File: src/rtl/lvl_state_ctrl.sv
// lvl_state_ctrl: decision-level sequencer and backtrack handshake for the lvl_state8 chain
// Optional LVL_STATE_CTRL_BKT_CNT_EN adds a saturating 32-bit count of apply_bkt_o pulses.
module lvl_state_ctrl #(
  parameter int NUM_LVLS      = 8,
  parameter int WIDTH_LVL     = 16,
  parameter int WIDTH_BIN_ID  = 10,
  parameter int SETTLE_CYCLES = 2
) (
  input  logic                    clk,
  input  logic                    rst,
  input  logic                    dcd_valid_i,
  output logic                    dcd_ready_o,
  input  logic [WIDTH_BIN_ID-1:0] cur_bin_num_i,
  output logic                    valid_from_decision_o,
  output logic [WIDTH_BIN_ID-1:0] cur_bin_num_o,
  output logic [WIDTH_LVL-1:0]    cur_lvl_o,
  output logic                    lvl_full_o,
  input  logic                    bkt_req_i,
  input  logic [WIDTH_LVL-1:0]    max_lvl_i,
  output logic [WIDTH_LVL-1:0]    max_lvl_o,
  output logic [1:0]              findflag_left_o,
  input  logic [1:0]              findflag_left_i,
  input  logic [WIDTH_BIN_ID-1:0] bkt_bin_i,
  input  logic [WIDTH_LVL-1:0]    bkt_lvl_i,
  output logic                    apply_bkt_o,
  output logic                    bkt_done_o,
  output logic [WIDTH_LVL-1:0]    bkt_lvl_o,
  output logic [WIDTH_BIN_ID-1:0] bkt_bin_o,
  output logic                    bkt_cross_bin_o,
`ifdef LVL_STATE_CTRL_BKT_CNT_EN
  output logic [31:0]             bkt_cnt_o,
`endif
  output logic                    no_bkt_o
);
  typedef enum logic [1:0] {IDLE, SETTLE, CHECK, APPLY} state_t;
  state_t state;
  logic [3:0] cnt;
  assign findflag_left_o = 2'd0;
  assign lvl_full_o = cur_lvl_o == WIDTH_LVL'(NUM_LVLS - 1);
  // The chain sees max_lvl_o from the cycle after acceptance, so SETTLE lasts
  // SETTLE_CYCLES-1 cycles and CHECK samples the ripple on the last settle cycle.
  always_ff @(posedge clk or posedge rst) begin
    if (rst) begin
      state                 <= IDLE;
      cnt                   <= '0;
      dcd_ready_o           <= 1'b1;
      valid_from_decision_o <= 1'b0;
      cur_bin_num_o         <= '0;
      cur_lvl_o             <= '0;
      max_lvl_o             <= '0;
      apply_bkt_o           <= 1'b0;
      bkt_done_o            <= 1'b0;
      bkt_lvl_o             <= '0;
      bkt_bin_o             <= '0;
      bkt_cross_bin_o       <= 1'b0;
      no_bkt_o              <= 1'b0;
`ifdef LVL_STATE_CTRL_BKT_CNT_EN
      bkt_cnt_o             <= '0;
`endif
    end else begin
      valid_from_decision_o <= 1'b0;
      apply_bkt_o           <= 1'b0;
      bkt_done_o            <= 1'b0;
      case (state)
        IDLE: begin
          if (bkt_req_i) begin
            max_lvl_o       <= (max_lvl_i > cur_lvl_o) ? cur_lvl_o : max_lvl_i;
            cnt             <= 4'(SETTLE_CYCLES - 1);
            no_bkt_o        <= 1'b0;
            bkt_cross_bin_o <= 1'b0;
            dcd_ready_o     <= 1'b0;
            state           <= (SETTLE_CYCLES <= 1) ? CHECK : SETTLE;
          end else if (dcd_valid_i && !lvl_full_o) begin
            cur_lvl_o             <= cur_lvl_o + WIDTH_LVL'(1);
            cur_bin_num_o         <= cur_bin_num_i;
            valid_from_decision_o <= 1'b1;
          end
        end
        SETTLE: begin
          cnt <= cnt - 4'd1;
          if (cnt <= 4'd1) state <= CHECK;
        end
        CHECK: begin
          if (findflag_left_i == 2'd2) begin
            bkt_lvl_o       <= bkt_lvl_i;
            bkt_bin_o       <= bkt_bin_i;
            bkt_cross_bin_o <= bkt_bin_i != cur_bin_num_i;
            state           <= APPLY;
          end else begin
            no_bkt_o    <= 1'b1;
            bkt_done_o  <= 1'b1;
            dcd_ready_o <= 1'b1;
            state       <= IDLE;
          end
        end
        APPLY: begin
          apply_bkt_o <= 1'b1;
          bkt_done_o  <= 1'b1;
          cur_lvl_o   <= bkt_lvl_o;
          dcd_ready_o <= 1'b1;
          state       <= IDLE;
`ifdef LVL_STATE_CTRL_BKT_CNT_EN
          if (bkt_cnt_o != '1) bkt_cnt_o <= bkt_cnt_o + 32'd1;
`endif
        end
        default: state <= IDLE;
      endcase
    end
  end
endmodule

File: config.mk
export PLATFORM = sky130hd
export DESIGN_NAME = lvl_state_ctrl
export DESIGN_NICKNAME = d
export VERILOG_FILES = /design/src/rtl/lvl_state_ctrl.sv
export SDC_FILE = /design/constraint.sdc
export NUM_CORES = 1
export LEC_CHECK = 0
export BUFFER_PORTS_ARGS = -buffer_cell sky130_fd_sc_hd__buf_2
export CORE_ASPECT_RATIO = 1.5
export CORE_UTILIZATION = 52
export CTS_CLUSTER_SIZE = 20
export DETAILED_ROUTE_END_ITERATION = 7
export MAX_ROUTING_LAYER = met4
export PLACE_DENSITY_LB_ADDON = 0.08
export SLEW_MARGIN = 20
export SYNTH_ARGS = -nofsm -noshare
export SYNTH_HDL_FRONTEND = slang
export SYNTH_SLANG_ARGS = --single-unit
File: constraint.sdc
create_clock -name clk -period 2.7 [get_ports clk]
set_input_delay 0 -clock clk [delete_from_list [all_inputs] [get_ports clk]]
set_output_delay 0 -clock clk [all_outputs]
set_load 0.03 [all_outputs]
==> flow_summary.yaml <==
die:
  die_y_um: 117
  row_count: 41
  io_pins: 135
  die-area_mm2: 0.00923
  start_util: 0.540
  die_x_um: 78.8
  core_area_mm2: 0.00852
sta:
  slew_viol_final: 0
  worst_slack_ns: 0.236
  setup_violations: 0
  min_period_over_period: 0.913
  fmax_mhz: 406
  relSlewSlack: 0.488
  skew_ns: 0.00399
  setup_tns_ns: 0
  rsz0062_at_grt: "false"
  hold_viol_final: 0
  worst_slew_pin_slew_ns: 0.767
  finalCriticalPeriod_ns: 2.46
clock_tree:
  cts_tree: "done"
  cts_buffer_depth: 2
  h-tree-depth: 3
  clkTransAtPathRegs_ns: 0.06
  cts_buffers: 9
  cts-root-buf: "clkbuf_16"
  post_cts_resize_count: 0
  clkSinkCount: 80
  clkLatencyLatePin_ns: 0.34
  cts_setup_buffers: 0
logic_synthesis:
  synthDistinctLibCells: 49
  ys.flop_type: "dfrtp_1"
  yosys.area_share.adder: 0.0517
  synth-compound-area-share: 0.187
  synth_top_family_by_area: "simple AND/OR/NAND/NOR gates"
  yosys_warnings: 0
  synth-seq-cells: 80
  synth_cells: 550
  synthXorXnorAreaFrac: 0.0210
  ys_seq_area_frac: 0.436
  synth-simple-area-share: 0.253
  syn_area_mm2: 0.00460
  syn_avg_cell_area_um2: 8.36
  synthArstFlopShare: 1.00
  synth_edf_count: 0
  muxShareOfSynthArea: 0
critical_path:
  startpoint_type: "flip-flop"
  required_ns: 2.97
  cp_data_arrival_time_ns: 2.74
  regToRegSetupSlack_ns: 0.24
  crit_end: "cur_lvl_o[14]"
  cp_max_fo: 10
  cp-startpoint: "cur_lvl_o[1]"
  r2r.worst_path.cells: 7
  reg2reg_from: "cur_lvl_o[1]"
  end_kind: "flip-flop"
  worst_r2r_endpoint: "cur_lvl_o[14]"
  crit_type: "reg -> reg"
detailed_routing:
  wl_met3_um: 831
  drt-met1-wl_um: 5720
  drt-initial-drc-count: 325
  vias_per_cell: 5.89
  wl_met2_um: 7690
  wl_per_cell_um: 17.9
  firstDrtPassIters: 5
  routed.top_layer: "met4"
  antenna_left: 0
  wl_um: 14900
  vias: 4915
  drc_errors: 0
cells_and_area:
  synthToLayoutAreaGrowth_pct: 34.7
  antenna_cells: 0
  final_layout_size_suffix_gt1_frac: 0.253
  fill_cells: 656
  stdcell_count: 835
  nets: 800
  design_area_mm2: 0.00619
global_routing:
  grtUsageTotal: 0.348
  antenna_found_initial: 0
  grt_pass1_wl_um: 23600
  gr-total-overflow: 0
  grt_max_degree: 44
  grt_pass1_vias: 4905
job:
  maxCapViolCount: 0
placement:
  place.gp.congestion: 0.918
  dp_cells: 782
  dp_slack_ns: 0.218
  placed_cell_area_mm2: 0.00549
  io_buffer_count: 132
  place_hpwl_um: 10200
power:
  cellPowerDensity_mw_per_mm2: 1120
  power.total_mw: 6.96
  p_leak_nw: 3.10
  peakVddDrop_mv: 0.734
status:
  status: "finished, final reports clean"
worst_hold_path:
  hp-class: "in -> reg"
## kinds of logic (layout without fill, tap and decap cells)
logic type	count (synthesis)	after routing
buf+inv	59	236
xor+xnor	11	11
fa+ha+maj	19	19
simple gates	261	261
compound gates	119	119
other cells	1	2
flops	80	80
## routing by layer
layer	GRT usage	up-vias
met4	0.202	0
met5	-	-
met1	0.387	2313
met3	0.0465	61
li1	-	2297
met2	0.598	244
## repair_timing
| item | 4_1_cts | 5_1_grt |
|---|---|---|
| endpoints found under the setup margin | 0 | 0 |
| endpoints found under the hold margin | 76 | 0 |
| hold buffers | 37 | 0 |
## metrics by stage
stage | util | hold slack, ns
after CTS | 0.727 | 0.0300
after floorplan | - | 0.105
final | 0.727 | 0.0381
after global placement | 0.644 | 0.148
after detailed placement | 0.644 | 0.162
after global routing | 0.727 | 0.0660
## Yosys cell counts (all sizes together) (2+ instances only)
| master | instances | area [um^2] |
|---|---|---|
| a22oi | 3 | 22.5 |
| and4 | 4 | 35.0 |
| or4 | 5 | 37.5 |
| nor2 | 9 | 33.8 |
| a21boi | 15 | 113 |
| xnor2 | 8 | 70.1 |
| a21oi | 16 | 80.1 |
| xor2 | 3 | 26.3 |
| and3 | 3 | 18.8 |
| or3 | 5 | 31.3 |
| a221o | 4 | 40.0 |
| nor3 | 3 | 15.0 |
| buf | 3 | 20.0 |
| nand4 | 5 | 31.3 |
| dfrtp | 79 | 1980 |
| ha | 19 | 238 |
| clkinv | 2 | 7.51 |
| o2111ai | 15 | 131 |
| a21o | 2 | 15.0 |
| o21ai | 31 | 155 |
| nor2b | 3 | 18.8 |
| clkbuf | 33 | 125 |
| inv | 21 | 78.8 |
| o32a | 15 | 150 |
| nor4 | 19 | 119 |
| o211ai | 7 | 52.6 |
| nand2 | 183 | 687 |
| o311ai | 4 | 35.0 |
| nand3 | 14 | 70.1 |
## flip-flops by register name (all words and copies together) (netlist names)
register	cells
apply_bkt_o	1
bkt_bin_o	10
bkt_cross_bin_o	1
bkt_done_o	1
bkt_lvl_o	16
cnt	4
cur_bin_num_o	10
cur_lvl_o	16
dcd_ready_o	1
max_lvl_o	16
no_bkt_o	1
state	2
valid_from_decision_o	1
## cells in the final DEF (no fill, tap or decap), drive strengths merged, types with 9 or more instances in the layout
cell type,synthesis,final
nand2,183,183
buf,3,160
clkbuf,33,10
inv,21,20
o32a,15,15
nor2,9,9
nor4,19,19
a21oi,16,16
dfrtp,79,79
o21ai,31,31
ha,19,19
a21boi,15,15
dlygate4sd3,0,37
nand3,14,14
o2111ai,15,15
## worst min path at each step
stage                       from           end  slack, ns  depth (start not counted)
detailed placement           rst        cnt[0]       0.16                          2
floorplan           bkt_bin_i[0]  bkt_bin_o[0]       0.11                          2
CTS                    bkt_req_i      no_bkt_o       0.03                          4
finish                 bkt_req_i      no_bkt_o       0.04                          4
global placement             rst        cnt[1]       0.15                          2
global route           bkt_req_i      no_bkt_o       0.07                          4
## power by group
part	switching (mW)	total, mW	internal (mW)
Sequential	0.416	2.12	1.71
Combinational	2.36	3.50	1.13
Clock	0.506	1.34	0.838
Total	3.29	6.96	3.68
## worst max-delay path: stages, from the launching register on
cell and delay, ns:
dfrtp_1 0.44, ha_1 0.26, nor4bb_1 0.14, nand4_1 0.13, clkinv_1 0.11, or4_1 0.67, or4_1 0.56, nand3_1 0.09
## final cells by class
type	instances	area [um^2]	area share
clock buffer	10	239	0.0386
clock inverter	6	92.6	0.0150
inverter	23	87.6	0.0141
multi-input combinational	412	2380	0.384
sequential	80	2000	0.324
tap	107	134	0.0216
timing repair buffer	197	1250	0.203
Note: power is estimated with default switching activity, not from simulation.
